--- config.mk ---
export PLATFORM = sky130hd
export DESIGN_NAME = melody_sequencer
export DESIGN_NICKNAME = d
export VERILOG_FILES = /design/src/rtl/melody_sequencer.sv
export SDC_FILE = /design/constraint.sdc
export NUM_CORES = 1
export LEC_CHECK = 0
export ABC_AREA = 1
export CAP_MARGIN = 40
export CORE_MARGIN = 3
export CORE_UTILIZATION = 60
export CTS_CLUSTER_SIZE = 12
export DETAILED_ROUTE_END_ITERATION = 10
export PLACE_DENSITY = 0.79
export SETUP_SLACK_MARGIN = 0.02
export SYNTH_ARGS = -nofsm -noshare
export SYNTH_HDL_FRONTEND = slang
export SYNTH_SLANG_ARGS = --single-unit
export TNS_END_PERCENT = 100
--- constraint.sdc ---
create_clock -name clk -period 3.5 [get_ports clk]
set_clock_uncertainty 0.15 [all_clocks]
set_input_delay 0.35 -clock clk [delete_from_list [all_inputs] [get_ports clk]]
set_output_delay 0.35 -clock clk [all_outputs]
set_load 0.02 [all_outputs]
--- src/rtl/melody_sequencer.sv ---
// Event-driven tune sequencer: steps a fixed note ROM on tick boundaries and
// feeds the buzzer's 6-bit music_scale code, with priority-based preemption.
module melody_sequencer #(
    parameter int unsigned CLK_HZ  = 50_000_000,
    parameter int unsigned TICK_HZ = 4
) (
    input  logic       clk,
    input  logic       rst,
    input  logic       play_jump,
    input  logic       play_score,
    input  logic       play_over,
    input  logic       mute,
    output logic [5:0] music_scale,
    output logic       busy,
    output logic       done
);

    localparam int unsigned TICK_DIV = CLK_HZ / TICK_HZ;
    localparam int unsigned CNT_W    = (TICK_DIV > 1) ? $clog2(TICK_DIV) : 1;
    localparam int unsigned NOTE_W   = 6;
    localparam int unsigned DUR_W    = 3;
    localparam int unsigned ADDR_W   = 4;
    localparam int unsigned PRI_W    = 2;
    localparam int unsigned ENTRY_W  = DUR_W + NOTE_W;

    localparam logic [PRI_W-1:0] PRI_NONE  = 2'd0;
    localparam logic [PRI_W-1:0] PRI_JUMP  = 2'd1;
    localparam logic [PRI_W-1:0] PRI_SCORE = 2'd2;
    localparam logic [PRI_W-1:0] PRI_OVER  = 2'd3;

    typedef enum logic [1:0] {
        S_IDLE = 2'd0,
        S_PLAY = 2'd1,
        S_END  = 2'd2
    } state_t;

    state_t              state, state_n;
    logic [CNT_W-1:0]    tick_cnt, tick_cnt_n;
    logic [ADDR_W-1:0]   addr, addr_n;
    logic [DUR_W-1:0]    remaining, remaining_n;
    logic [NOTE_W-1:0]   note_reg, note_n;
    logic [PRI_W-1:0]    cur_pri, cur_pri_n;
    logic                busy_n;
    logic                done_n;

    logic                tick;
    logic [PRI_W-1:0]    req_pri;
    logic [ADDR_W-1:0]   req_base;
    logic                start;
    logic [ENTRY_W-1:0]  base_entry;
    logic [ADDR_W-1:0]   next_addr;
    logic [ENTRY_W-1:0]  next_entry;

    // Note ROM: {dur[2:0], note[5:0]}; dur==0 terminates a tune.
    function automatic logic [ENTRY_W-1:0] rom_entry(input logic [ADDR_W-1:0] a);
        logic [ENTRY_W-1:0] e;
        case (a)
            4'd0:    e = {3'd1, 6'd15};
            4'd1:    e = {3'd1, 6'd19};
            4'd3:    e = {3'd1, 6'd8};
            4'd4:    e = {3'd1, 6'd10};
            4'd5:    e = {3'd1, 6'd12};
            4'd6:    e = {3'd2, 6'd15};
            4'd8:    e = {3'd2, 6'd12};
            4'd9:    e = {3'd2, 6'd11};
            4'd10:   e = {3'd2, 6'd10};
            4'd11:   e = {3'd4, 6'd8};
            default: e = '0;
        endcase
        return e;
    endfunction

    assign tick = (tick_cnt == CNT_W'(TICK_DIV - 1));

    // Request priority encoder: over > score > jump.
    always_comb begin
        req_pri  = PRI_NONE;
        req_base = 4'd0;
        if (play_over) begin
            req_pri  = PRI_OVER;
            req_base = 4'd8;
        end else if (play_score) begin
            req_pri  = PRI_SCORE;
            req_base = 4'd3;
        end else if (play_jump) begin
            req_pri  = PRI_JUMP;
            req_base = 4'd0;
        end
    end

    assign base_entry = rom_entry(req_base);
    assign next_addr  = ADDR_W'(addr + 4'd1);
    assign next_entry = rom_entry(next_addr);

    always_ff @(posedge clk or posedge rst) begin
        if (rst) begin
            state     <= S_IDLE;
            tick_cnt  <= '0;
            addr      <= '0;
            remaining <= '0;
            note_reg  <= '0;
            cur_pri   <= PRI_NONE;
            busy      <= 1'b0;
            done      <= 1'b0;
        end else begin
            state     <= state_n;
            tick_cnt  <= tick_cnt_n;
            addr      <= addr_n;
            remaining <= remaining_n;
            note_reg  <= note_n;
            cur_pri   <= cur_pri_n;
            busy      <= busy_n;
            done      <= done_n;
        end
    end

    always_comb begin
        state_n     = state;
        tick_cnt_n  = tick ? '0 : CNT_W'(tick_cnt + CNT_W'(1));
        addr_n      = addr;
        remaining_n = remaining;
        note_n      = note_reg;
        cur_pri_n   = cur_pri;
        busy_n      = busy;
        done_n      = 1'b0;
        start       = 1'b0;

        case (state)
            S_IDLE: begin
                if (req_pri != PRI_NONE) start = 1'b1;
            end
            S_PLAY: begin
                if (req_pri > cur_pri) begin
                    start = 1'b1;
                end else if (tick) begin
                    if (remaining > 3'd1) begin
                        remaining_n = DUR_W'(remaining - 3'd1);
                    end else begin
                        addr_n = next_addr;
                        if (next_entry[ENTRY_W-1:NOTE_W] != 3'd0) begin
                            note_n      = next_entry[NOTE_W-1:0];
                            remaining_n = next_entry[ENTRY_W-1:NOTE_W];
                        end else begin
                            note_n      = '0;
                            remaining_n = '0;
                            cur_pri_n   = PRI_NONE;
                            busy_n      = 1'b0;
                            done_n      = 1'b1;
                            state_n     = S_END;
                        end
                    end
                end
            end
            S_END: begin
                state_n = S_IDLE;
            end
            default: begin
                state_n   = S_IDLE;
                note_n    = '0;
                busy_n    = 1'b0;
                cur_pri_n = PRI_NONE;
            end
        endcase

        // A start (fresh or preempting) discards any coincident tick.
        if (start) begin
            state_n     = S_PLAY;
            tick_cnt_n  = '0;
            addr_n      = req_base;
            note_n      = base_entry[NOTE_W-1:0];
            remaining_n = base_entry[ENTRY_W-1:NOTE_W];
            cur_pri_n   = req_pri;
            busy_n      = 1'b1;
        end
    end

    assign music_scale = (mute || state != S_PLAY) ? 6'd0 : note_reg;

endmodule
# Yosys cells after proc, flatten, opt, wreduce, memory -nomap -nowiden
# Memory sizes are Yosys's and may differ from the RTL's.
# Index checks and enable logic that the tools add are counted.
[totals]
wordCells = 90
out_inout_bits = 8
latch_bits = 0
reg_bits = 43
input_bits = 6
mem_count = 2
ramBits = 0
mem_bits_ro = 256
[mem_list]
columns = ["name", "words", "word_bits", "read_ports", "rd_clocked_by_memory_dff", "write_ports", "line", "source"]
rows = [
  ["(name not given)", 16, 8, 1, 0, 0, "57", "case (a)"],
  ["(name not given)", 16, 8, 1, 0, 0, "57", ""],
]
[classes]
n_bitwise = 0
multipliers = 0
n_addsub = 3
div = 0
n_lt_le_gt_ge = 2
n_mux = 51
shift = 0
n_eq_ne = 12
n_reduce_logical = 12
[ops]
columns = ["cell", "n"]
rows = [
  ["24-bit 2-to-1 mux", 2],
  ["6-bit 2-to-1 mux", 6],
  ["2-bit 2-to-1 mux", 13],
  ["24-bit by 1-bit adder with 24-bit output (second input constant)", 1],
  ["24-bit == test (second input constant)", 1],
  ["4-bit 2-to-1 mux", 6],
  ["3-bit 2-to-1 mux", 6],
  ["1-bit 2-to-1 mux", 13],
  ["3-bit inequality test (second input constant)", 4],
  ["6-bit case mux with 2 select lines", 1],
  ["5-bit AND reduction", 2],
  ["2-bit case mux with 2 select lines", 2],
  ["4-bit AND reduction", 2],
  ["2-bit inequality test (second input constant)", 3],
  ["2-bit nonzero test", 3],
  ["4-bit by 1-bit adder with 4-bit output (second input constant)", 1],
  ["2-bit by 1-bit inequality test with 1-bit output (second input constant)", 2],
  ["1-bit case mux with 2 select lines", 2],
  ["3-bit by 1-bit greater-than comparator with 1-bit output (second input constant)", 1],
  ["3-bit AND reduction", 1],
  ["3-bit nonzero test", 1],
  ["3-bit by 1-bit subtractor with 3-bit output (second input constant)", 1],
  ["2-bit by 1-bit == test with 1-bit output (second input constant)", 1],
  ["2-bit == test (second input constant)", 1],
  ["4 further kinds", 4],
]

# Depth between registers and ports, before layout
# An unclocked memory read counts as a cell.
[logic_depth]
depth_word = 9
depth_mapped = 13

# Worst setup path before layout
# No wires, ideal clock.
[synth_path]
path_type = "input-to-reg"
start = "input play_over"
end = "register tick_cnt[11]"
required_time_ns = 3.230
setup_ns = 0.120
arrival_ns = 1.673
n_path_buf = 1
stages = 12
setup_slack_ns = 1.557
cell_sequence = "nor2_2 -> inv_2 -> ha_1 -> inv_1 -> o21bai_1 -> nand3_1 -> nand2_4 -> clkinv_4 -> nand2_4 -> inv_6 -> buf_8 -> o211a_1"
[synth_via]
elab_chain_len = 5
word_cells_on_any_way = 7
classes_between = "1 x order compare; 5 x mux; 1 x reduce/logical"
[synth_rtl]
columns = ["element", "line", "source"]
rows = [
  ["from (decl)", "11", "input logic play_over,"],
  ["2-bit 2-to-1 mux (*)", "79", "if (play_over) begin"],
  ["2-bit greater-than comparator or 2-bit nonzero test (tied branches)", "133, 130", ""],
  ["1-bit 2-to-1 mux, on equally long branches", "133, 130", ""],
  ["1-bit case mux with 2 select lines (*)", "128", "case (state)"],
  ["24-bit 2-to-1 mux (*)", "166", "if (start) begin"],
  ["named net tick_cnt_n[11]", "38", "logic [CNT_W-1:0] tick_cnt, tick_cnt_n;"],
  ["to (signal assigned)", "107", "tick_cnt <= tick_cnt_n;"],
  ["to (decl)", "38", ""],
]
# The timed path passes the listed nets; every way through them passes the cells marked *.
# A chain may end at the register's enable or synchronous reset.

# Final worst setup path
[layout_path]
start = "register state[0]"
end = "output music_scale[3]"
[layout_via]
elab_chain_len = 3
[layout_rtl]
columns = ["element", "line", "source"]
rows = [
  ["from (decl)", "37", "state_t state, state_n;"],
  ["from (signal assigned)", "106", "state <= state_n;"],
  ["2-bit by 1-bit inequality test with 1-bit output", "177", "assign music_scale = (mute || state != S_PLAY) ? 6'd0 : note_reg;"],
  ["1-bit logical OR", "177", ""],
  ["6-bit 2-to-1 mux", "177", ""],
  ["to (decl)", "13", "output logic [5:0] music_scale,"],
]
# Every way passes these cells.

==> qor.csv <==
metric,value,unit
status,"finished, final reports clean",
ir_drop,0.000491,V
coreArea,4500,sq um
initial_core_util,64.1,%
yosysTopAreaCellShare,36.4,%
endpoint_kind,primary output,
regArea,1050,sq um
die_height,75.3,microns
yosysWarnings,0,
vias_per_cell,5.48,
cts_root_buf,clkbuf_8,
post-place-cells,475,
nFillCells,386,
grtUsageTotal,25.3,%
p_leak,1.61,nW
crit_type,reg2out,
htree_num_levels,2,
syn_avg_cell_area,7.02,sq um
cp-start-kind,register,
clock-sinks,42,
ant_nets,0,
cts_resized,0,
clock_latency,0.30,ns
setup_viol_count_final,0,
first_global_vias,2472,
antenna_found_initial,0,
dpl.hpwl,4940,microns
required,3.00,ns
yosys-top-cells-area,"dfrtp_1 (36%), nand2_1 (16%), nor2_1 (7.0%)",
ys_seq_area_share,36.4,%
clock_path_buffers,2,
multiInputGateArea,1580,sq um
cts-buffers-inserted,5,
insertedDiodeCount,0,
ys_ff_latch,42,
hold_viol,0,
max_clock_freq,0.378,GHz
drive_above_1_share,9.98,%
top_level_ports,14,
dr.pass1.iters,5,
post-route-period-util,75.7,%
syn_area,2890,sq um
final_cells,483,
hold_path.class,in2async,
dpl_cell_area,3090,sq um
drt-total-wl,6410,microns
grt_pass1_wl,10900,microns
wl_per_cell,13.3,microns
netlist_instances,411,
period_minus_slack,2.65,ns
p_per_area,776,nW/um^2
cts_tree,built,
grt_max_degree,22,
slew_violations,0,
drc,0,
clkTransAtPathRegs,0.09,ns
fp-row-count,24,
via_count,2649,
yosysTopAreaCell,dfrtp_1,
synthesis.nets,429,
grt_setup_unrepaired,false,
cts_setup_buffers,0,
whs,0.146,ns
yosysUniqueCellTypes,38,
port_buffers,12,
grt_overflow_total,0,
die_x,75.3,microns
cap_violations,0,
place_congestion,0.880,
crit_arrival,2.15,ns
final.setup.tns,0,ns
area_delta_synth_final,10.1,%
worst-path-max-fanout,5,
largest_reg_flops,24,
final_nets,448,
postCtsHoldBufs,0,
finalInstanceArea,3180,sq um
finalCoreUtilization,70.5,%
drt_iter0_markers,209,
dieArea,5680,sq um
path summary, 6_finish.rpt:
path                                       start                      end  slack [ns]  cells after the start
min                                          rst  note_reg[1]$_DFFE_PP0P_        0.15                      2
max in group asynchronous                    rst   tick_cnt[20]$_DFF_PP0_        2.39                      4
min reg2reg                tick_cnt[0]$_DFF_PP0_    tick_cnt[0]$_DFF_PP0_        0.34                      1
max                         state[0]$_DFFE_PP0P_           music_scale[3]        0.85                      6
max reg2reg                  addr[0]$_DFFE_PP0P_   cur_pri[1]$_DFFE_PP0P_        1.32                     11
min in group clk           tick_cnt[0]$_DFF_PP0_    tick_cnt[0]$_DFF_PP0_        0.34                      1
per-stage QoR:
stage	total power [mW]	setup slack [ns]
final	2.46	0.852
after global routing	2.74	0.669
after CTS	2.47	0.828
after detailed placement	2.15	0.767
after global placement	2.10	0.877
after floorplan	1.84	1.56
power breakdown:
group / switching (mW) / total [mW] / internal (mW) / leakage (nW)
sequential: 0.101 / 0.699 / 0.598 / 0.556
clock: 0.178 / 0.319 / 0.140 / 0.0441
combinational: 0.975 / 1.45 / 0.472 / 1.01
total: 1.25 / 2.46 / 1.21 / 1.61
kinds of logic (layout without fill, tap and decap cells):
family / after synthesis / count (layout) / share of synthesized area (%)
buf+inv: 61 / 81 / 8.85
other cells: 1 / 1 / 0.130
simple gates: 258 / 258 / 41.5
fa+ha+maj: 12 / 12 / 5.20
flops: 42 / 42 / 36.4
compound gates: 36 / 36 / 7.59
xor+xnor: 1 / 1 / 0.304
cells in the mapped netlist (all sizes together):
cell / instances
nand3: 37
nand4: 11
a31oi: 1
o211a: 1
xnor2: 1
nor3: 10
nand3b: 2
ha: 12
o21bai: 3
buf: 3
nand2: 133
o21ai: 16
or2: 2
a211oi: 1
nor2: 61
conb: 1
and3: 1
clkinv: 1
a21oi: 14
inv: 57
nor4: 1
dfrtp: 42
critical path: stages, from the launching register on:
cell	delay, ns
dfrtp_1	0.38
inv_1	0.06
nor2_1	0.13
inv_1	0.18
or2_2	0.37
nor2_1	0.11
clkdlybuf4s50_1	0.63
routing by layer:
layer  track usage [%]  share of wire, %  wire [microns]  vias up
met5                 0                 0               0        -
met1              30.5                41            2640     1210
met2              45.2                52            3300       86
li1                  -                 -               -     1339
met3              3.83               5.3             337       14
met4              9.71               1.9             124        0
cell usage in the layout (no fill, tap or decap), types with 3 or more instances in the layout:
master and n:
nand3_1 35, dfrtp_1 42, inv_1 53, inv_2 3
a21oi_1 12, nand2_1 124, nand4_1 11, o21ai_0 12
nand2_4 4, nor2_2 3, nor2_4 3, ha_1 12
nand2_2 5, clkdlybuf4s50_1 12, clkbuf_8 5, nor3_1 8
o21bai_1 3, nor2_1 54
area by class of cell:
type                            count  share of cell area [%]
Sequential cell                    42                    33.1
Inverter                           58                    7.17
Multi-Input combinational cell    308                    49.7
Tap cell                           52                    2.05
Clock buffer                        5                    2.17
Timing Repair Buffer               15                    5.12
Clock inverter                      3                   0.670
Power figures use the tool's default switching activity.
